`config.mk`:
```
export PLATFORM = sky130hd
export DESIGN_NAME = morus_tx_queue_flat
export DESIGN_NICKNAME = d
export VERILOG_FILES = /design/src/rtl/morus_tx_queue_if.sv /design/src/rtl/morus_tx_queue.sv /design/src/flat_wrapper.sv
export SDC_FILE = /design/constraint.sdc
export NUM_CORES = 1
export LEC_CHECK = 0
export BUFFER_PORTS_ARGS = -buffer_cell sky130_fd_sc_hd__buf_2
export CELL_PAD_IN_SITES_DETAIL_PLACEMENT = 1
export CELL_PAD_IN_SITES_GLOBAL_PLACEMENT = 1
export CORE_ASPECT_RATIO = 0.7
export CORE_MARGIN = 2
export CORE_UTILIZATION = 55
export DETAILED_ROUTE_END_ITERATION = 6
export PLACE_DENSITY_LB_ADDON = 0.08
export SKIP_LAST_GASP = 1
export SLEW_MARGIN = 20
export SYNTH_ARGS = -nofsm -noshare
export SYNTH_HDL_FRONTEND = slang
export SYNTH_SLANG_ARGS = --single-unit
```
`constraint.sdc`:
```
create_clock -name CLK -period 9.4 [get_ports CLK]
set_clock_uncertainty 0.1 [all_clocks]
set_input_delay 1.88 -clock CLK [delete_from_list [all_inputs] [get_ports CLK]]
set_output_delay 1.88 -clock CLK [all_outputs]
set_load 0.05 [all_outputs]
```
`src/rtl/morus_tx_queue_if.sv`:
```
// Symbol handshake between the control block and the Morse transmit queue.
interface morus_tx_queue_if;
  logic       IN_VALID;
  logic       IN_READY;
  logic [2:0] SYM_LEN;
  logic [4:0] SYM_PAT;

  modport master (
    output IN_VALID,
    output SYM_LEN,
    output SYM_PAT,
    input  IN_READY
  );

  modport slave (
    input  IN_VALID,
    input  SYM_LEN,
    input  SYM_PAT,
    output IN_READY
  );
endinterface

```
`src/rtl/morus_tx_queue.sv`:
```
// Morse transmitter with an input symbol FIFO. Pre-encoded characters are queued and keyed
// onto MORUS_OUT with 1/3/1/3/7 unit timing; MORUS_LED mirrors the keyed line.
module morus_tx_queue #(
  parameter int unsigned UNIT_CYC = 5000000,
  parameter int unsigned DEPTH    = 16,
  parameter bit          OUT_INV  = 1'b0
) (
  input  logic                   CLK,
  input  logic                   RST,
  morus_tx_queue_if.slave        sym_if,
  input  logic                   ABORT,
  output logic                   MORUS_OUT,
  output logic                   MORUS_LED,
  output logic                   BUSY,
  output logic [$clog2(DEPTH):0] COUNT,
  output logic                   ERR
);

  localparam int unsigned CycW = $clog2(UNIT_CYC);
  localparam int unsigned PtrW = $clog2(DEPTH);
  localparam int unsigned CntW = PtrW + 1;

  typedef enum logic [2:0] {StIdle, StMark, StSpace, StCgap, StWgap} state_e;

  state_e          state_q, state_d;
  logic [CycW-1:0] cyc_q, cyc_d;
  logic [2:0]      unit_q, unit_d;
  logic [4:0]      pat_q, pat_d;
  logic [2:0]      idx_q, idx_d;
  logic [PtrW-1:0] wptr_q, wptr_d, rptr_q, rptr_d;
  logic [CntW-1:0] count_q, count_d;
  logic            err_q, err_d;
  logic            out_q, led_q, out_d;
  logic [7:0]      mem_q [DEPTH];

  logic       in_ready, push, pop, try_pop, unit_end, cur_dash;
  logic [2:0] head_len, mark_last;
  logic [4:0] head_pat;

  assign in_ready  = count_q < CntW'(DEPTH);
  assign push      = sym_if.IN_VALID && in_ready && !ABORT;
  assign head_len  = mem_q[rptr_q][7:5];
  assign head_pat  = mem_q[rptr_q][4:0];
  assign unit_end  = cyc_q == CycW'(UNIT_CYC - 1);
  assign cur_dash  = pat_q[idx_q];
  assign mark_last = cur_dash ? 3'd2 : 3'd0;

  // Keying FSM: unit timing, element sequencing and pop/decode of the FIFO head.
  always_comb begin
    state_d = state_q;
    cyc_d   = cyc_q;
    unit_d  = unit_q;
    pat_d   = pat_q;
    idx_d   = idx_q;
    err_d   = 1'b0;
    pop     = 1'b0;
    try_pop = 1'b0;

    if (state_q != StIdle) begin
      cyc_d = unit_end ? '0 : cyc_q + CycW'(1);
    end

    case (state_q)
      StIdle: try_pop = 1'b1;
      StMark: begin
        if (unit_end) begin
          if (unit_q == mark_last) begin
            unit_d  = '0;
            state_d = (idx_q == 3'd0) ? StCgap : StSpace;
          end else begin
            unit_d = unit_q + 3'd1;
          end
        end
      end
      StSpace: begin
        if (unit_end) begin
          unit_d  = '0;
          idx_d   = idx_q - 3'd1;
          state_d = StMark;
        end
      end
      StCgap: begin
        if (unit_end) begin
          if (unit_q == 3'd2) begin
            unit_d  = '0;
            state_d = StIdle;
            try_pop = 1'b1;
          end else begin
            unit_d = unit_q + 3'd1;
          end
        end
      end
      StWgap: begin
        if (unit_end) begin
          if (unit_q == 3'd3) begin
            unit_d  = '0;
            state_d = StIdle;
            try_pop = 1'b1;
          end else begin
            unit_d = unit_q + 3'd1;
          end
        end
      end
      default: state_d = StIdle;
    endcase

    // Shared decode so a gap can chain straight into the next symbol without an idle bubble.
    if (try_pop && count_q != '0) begin
      pop    = 1'b1;
      cyc_d  = '0;
      unit_d = '0;
      if (head_len == 3'd0) begin
        state_d = StWgap;
      end else if (head_len <= 3'd5) begin
        state_d = StMark;
        pat_d   = head_pat;
        idx_d   = head_len - 3'd1;
      end else begin
        state_d = StIdle;
        err_d   = 1'b1;
      end
    end

    if (ABORT) begin
      state_d = StIdle;
      cyc_d   = '0;
      unit_d  = '0;
      pop     = 1'b0;
      err_d   = 1'b0;
    end
  end

  // FIFO pointer and occupancy update; a full FIFO refuses pushes even when popping.
  always_comb begin
    wptr_d  = wptr_q;
    rptr_d  = rptr_q;
    count_d = count_q;
    if (ABORT) begin
      wptr_d  = '0;
      rptr_d  = '0;
      count_d = '0;
    end else begin
      if (push) wptr_d = wptr_q + PtrW'(1);
      if (pop)  rptr_d = rptr_q + PtrW'(1);
      count_d = count_q + CntW'(push) - CntW'(pop);
    end
  end

  // Keyed level follows the next state so the mark starts on the edge that enters MARK.
  always_comb begin
    out_d = (state_d == StMark) ^ OUT_INV;
  end

  // State register with synchronous active-low reset.
  always_ff @(posedge CLK) begin
    if (!RST) begin
      state_q <= StIdle;
      cyc_q   <= '0;
      unit_q  <= '0;
      pat_q   <= '0;
      idx_q   <= '0;
      wptr_q  <= '0;
      rptr_q  <= '0;
      count_q <= '0;
      err_q   <= 1'b0;
      out_q   <= OUT_INV;
      led_q   <= OUT_INV;
    end else begin
      state_q <= state_d;
      cyc_q   <= cyc_d;
      unit_q  <= unit_d;
      pat_q   <= pat_d;
      idx_q   <= idx_d;
      wptr_q  <= wptr_d;
      rptr_q  <= rptr_d;
      count_q <= count_d;
      err_q   <= err_d;
      out_q   <= out_d;
      led_q   <= out_d;
    end
  end

  // Symbol storage; contents are don't-care until written.
  always_ff @(posedge CLK) begin
    if (RST && push) begin
      mem_q[wptr_q] <= {sym_if.SYM_LEN, sym_if.SYM_PAT};
    end
  end

  assign sym_if.IN_READY = in_ready;
  assign MORUS_OUT       = out_q;
  assign MORUS_LED       = led_q;
  assign BUSY            = state_q != StIdle;
  assign COUNT           = count_q;
  assign ERR             = err_q;

endmodule

```
`src/flat_wrapper.sv`:
```
// flat-port wrapper written by rule: the top's interface ports become plain ports
module morus_tx_queue_flat 
#(
  parameter int unsigned UNIT_CYC = 5000000,
  parameter int unsigned DEPTH    = 16,
  parameter bit          OUT_INV  = 1'b0
)
  (CLK, RST, ABORT, MORUS_OUT, MORUS_LED, BUSY, COUNT, ERR, sym_if_IN_VALID, sym_if_SYM_LEN, sym_if_SYM_PAT, sym_if_IN_READY);
  morus_tx_queue_if sym_if_i ();
  input  logic CLK;
  input  logic RST;
  input  logic ABORT;
  output logic MORUS_OUT;
  output logic MORUS_LED;
  output logic BUSY;
  output logic [$clog2(DEPTH):0] COUNT;
  output logic ERR;
  input wire logic [$bits(sym_if_i.IN_VALID)-1:0] sym_if_IN_VALID;
  input wire logic [$bits(sym_if_i.SYM_LEN)-1:0] sym_if_SYM_LEN;
  input wire logic [$bits(sym_if_i.SYM_PAT)-1:0] sym_if_SYM_PAT;
  output wire logic [$bits(sym_if_i.IN_READY)-1:0] sym_if_IN_READY;
  assign sym_if_i.IN_VALID = sym_if_IN_VALID;
  assign sym_if_i.SYM_LEN = sym_if_SYM_LEN;
  assign sym_if_i.SYM_PAT = sym_if_SYM_PAT;
  assign sym_if_IN_READY = sym_if_i.IN_READY;
  morus_tx_queue #(.UNIT_CYC(UNIT_CYC), .DEPTH(DEPTH), .OUT_INV(OUT_INV)) u_core (.CLK(CLK), .RST(RST), .sym_if(sym_if_i), .ABORT(ABORT), .MORUS_OUT(MORUS_OUT), .MORUS_LED(MORUS_LED), .BUSY(BUSY), .COUNT(COUNT), .ERR(ERR));
endmodule
```
==> run_results.csv <==
group,metric,value,unit
cts,htreeDepth,4,
synthesis,yosys-top-cells-area,"edfxtp_1 49%, dfxtp_1 14%, mux4_2 8.9%",
status,outcome,"finished clean",
die,core,14000,um^2
min_path,hp-start,"u_core.pat_q[1]$_SDFFE_PN0P_",
timing,worst_pin_slew,0.843,ns
cts,postCtsSetupBuffers,0,
min_path,hold_path_end,"u_core.pat_q[1]$_SDFFE_PN0P_",
synthesis,ys_seq_area_share,63.1,%
cts,cts_tree,"yes",
pwr,peakVddDrop,0.000149,V
timing,tns,0,ns
cts,ctsHoldBuffers,0,
die,dieArea,15300,um^2
synthesis,ys_types,58,
die,start_util,56.3,%
synthesis,synth_top_cell_area_share,48.9,%
die,dieWidth,147,um
setup_path,r2r_setup_slack,5.63,ns
min_path,holdPathStages,2,
drt,wl,20100,um
synthesis,synth_common_cells,"128 x edfxtp_1, 67 x nor2_1, 56 x dfxtp_1",
cts,numCtsBuffers,17,
setup_path,rr_endpoint,"u_core.COUNT[4]$_SDFF_PP0_",
cts,clkTransAtPathRegs,0.07,ns
timing,fmax,251,MHz
setup_path,worstSetupEndpointType,"output pin",
finish,fin_nets,611,
cts,cts.sinks,184,
timing,hold_viol_final,0,
setup_path,cp_max_fo,10,
global_routing,grt_overflow,0,
timing,slew_headroom,43.6,%
synthesis,synthCells,553,
synthesis,synth.largest_area_cell,"edfxtp_1",
synthesis,synth.most_common_cell,"edfxtp_1",
timing,period_share,42.3,%
setup_path,arrival,2.00,ns
global_routing,grt_max_degree,33,
drt,post_drt_via_cell_ratio,6.16,
finish,multi_input_area,2720,um^2
drt,drcViolationCount,0,
min_path,hp-class,"register to register",
die,io_pins,22,
drt,vias,4797,
setup_path,crit_type,"register to output pin",
setup_path,crit_required,7.42,ns
synthesis,syn_area,7870,um^2
placed_design,dp_hpwl,13400,um
finish,regArea,4970,um^2
setup_path,crit_chain,"nor3_1 > inv_2 > buf_2",
synthesis,postSynthAreaPerCell,14.2,um^2
setup_path,crit_path_max_incr_delay,0.61,ns
pwr,power_density,245,nW/um^2
setup_path,cp-startpoint,"u_core.state_q[1]$_SDFF_PN0_",
finish,fillerInstances,1312,
pwr,leakage,2.87,nW
cts,cts.repair.resized,0,
setup_path,r2r_start,"u_core.cyc_q[0]$_SDFFE_PP0P_",
cts,worst_skew_pair.late_latency,0.43,ns
finish,drive_gt1_share,17.3,%
global_routing,antenna_found_initial,1,
die,rows,36,
flow_run,cap_viol_max_count,0,
timing,period_needed,3.98,ns
setup_path,slowest_stage,"nor3_1",
synthesis,synthArstFlopShare,0,%
synthesis,ys_warn_count,0,
timing,drv_slew,0,
placed_design,place.gp.congestion,0.790,
timing,rsz0062_at_grt,"no",
placed_design,port_buffers,21,
finish,insertedDiodeCount,0,
synthesis,ys_ff_latch,184,
setup_path,reg2reg_depth,16,
finish,final_util,62.7,%
drt,dr.pass1.iters,4,
drt,drt_iter0_drc,440,
cts,cts-root-buf,"clkbuf_16",
global_routing,grt_pass1_wl,30700,um
synthesis,synth.net_count,587,
cts,clock_path_buffers,2,
synthesis,synth_edf_count,128,
timing,holdWs,0.368,ns
finish,syn_to_final_growth,11.2,%
placed_design,dp_slack,4.80,ns
timing,setup_viol,0,
drt,wl_per_cell,25.7,um
setup_path,cp-start-kind,"register",
die,die_y,104,um
global_routing,grt_pass1_vias,5002,
synthesis,synth_flop_cell,"edfxtp_1",
global_routing,grt_use_total,27.9,%
drt,ant_nets,0,
timing,fin_ws,5.42,ns
## cell families (layout without fill, tap and decap cells)
| kind of cell | Yosys count | in the layout | share of synthesized area (%) |
|---|---|---|---|
| AO/OA/AOI/OAI | 45 | 45 | 4.02 |
| AND/OR/NAND/NOR | 181 | 181 | 11.3 |
| flip-flops | 184 | 184 | 63.1 |
| multiplexers | 45 | 45 | 11.9 |
| adder cells (fa/ha/maj) | 22 | 22 | 3.59 |
| buffers and inverters | 45 | 81 | 2.59 |
| XOR/XNOR | 31 | 31 | 3.45 |
## layout by cell type, fill, tap and decap left out, types with 15 or more instances in the layout
cell | Yosys | routed
buf_2 | 6 | 21
clkbuf_16 | 0 | 17
dfxtp_1 | 56 | 55
edfxtp_1 | 128 | 128
ha_1 | 21 | 21
inv_1 | 24 | 24
mux4_2 | 31 | 31
nand2_1 | 42 | 42
nor2_1 | 67 | 67
xnor2_1 | 15 | 15
xor2_1 | 16 | 16
## state kept, by name (all words and copies together) (netlist names), named ones only
signal and cells:
u_core.unit_q 3, u_core.rptr_q 4, u_core.MORUS_OUT 1, u_core.ERR 1, u_core.wptr_q 4, u_core.mem_q 128, u_core.idx_q 3, u_core.pat_q 5
u_core.cyc_q 23, u_core.state_q 3, u_core.COUNT 5
## worst max-delay path: cells and delay by family, from the launching register on
family / cells / cell delay (ns)
buffers and inverters: 2 / 0.53
flip-flops: 1 / 0.43
AND/OR/NAND/NOR: 1 / 0.61
## power by group
group | internal [mW] | switching [mW] | total [mW]
Clock | 0.420 | 0.315 | 0.735
Sequential | 0.898 | 0.0286 | 0.926
Combinational | 0.197 | 0.287 | 0.484
## final cells by class
cell class	instances	area share (%)
inverter	25	1.07
tap	190	2.72
multi-input combinational	324	31.1
sequential	184	56.7
timing repair buffer	25	1.54
clock inverter	14	1.99
clock buffer	17	4.86
## per-stage QoR
stage	power, mW	instance area [um^2]	instances
floorplan	1.30	7870	553
CTS	2.15	8730	779
detailed placement	1.42	8130	748
global route	2.23	8750	779
global placement	1.40	8130	748
finish	2.14	8750	779
## worst max path at each step
| stage | end | slack, ns | depth (start not counted) |
|---|---|---|---|
| CTS | u_core.mem_q[3][1]$_DFFE_PP_ | 5.18 | 5 |
| finish | BUSY | 5.42 | 3 |
| global route | u_core.COUNT[4]$_SDFF_PP0_ | 5.18 | 16 |
| global placement | u_core.mem_q[3][5]$_DFFE_PP_ | 4.95 | 5 |
| floorplan | u_core.mem_q[0][0]$_DFFE_PP_ | 5.85 | 5 |
| detailed placement | u_core.mem_q[1][7]$_DFFE_PP_ | 4.80 | 5 |
## metal layers
layer,part of all wire [%],up-vias,global-route usage (%),routed length [um]
met3,7.2,24,6.93,1440
li1,-,2118,-,-
met4,1.2,2,7.07,246
met5,0.065,-,0,13
met2,46,180,41.8,9300
met1,45,2473,41.6,9050
Note: power is estimated with default switching activity, not from simulation.
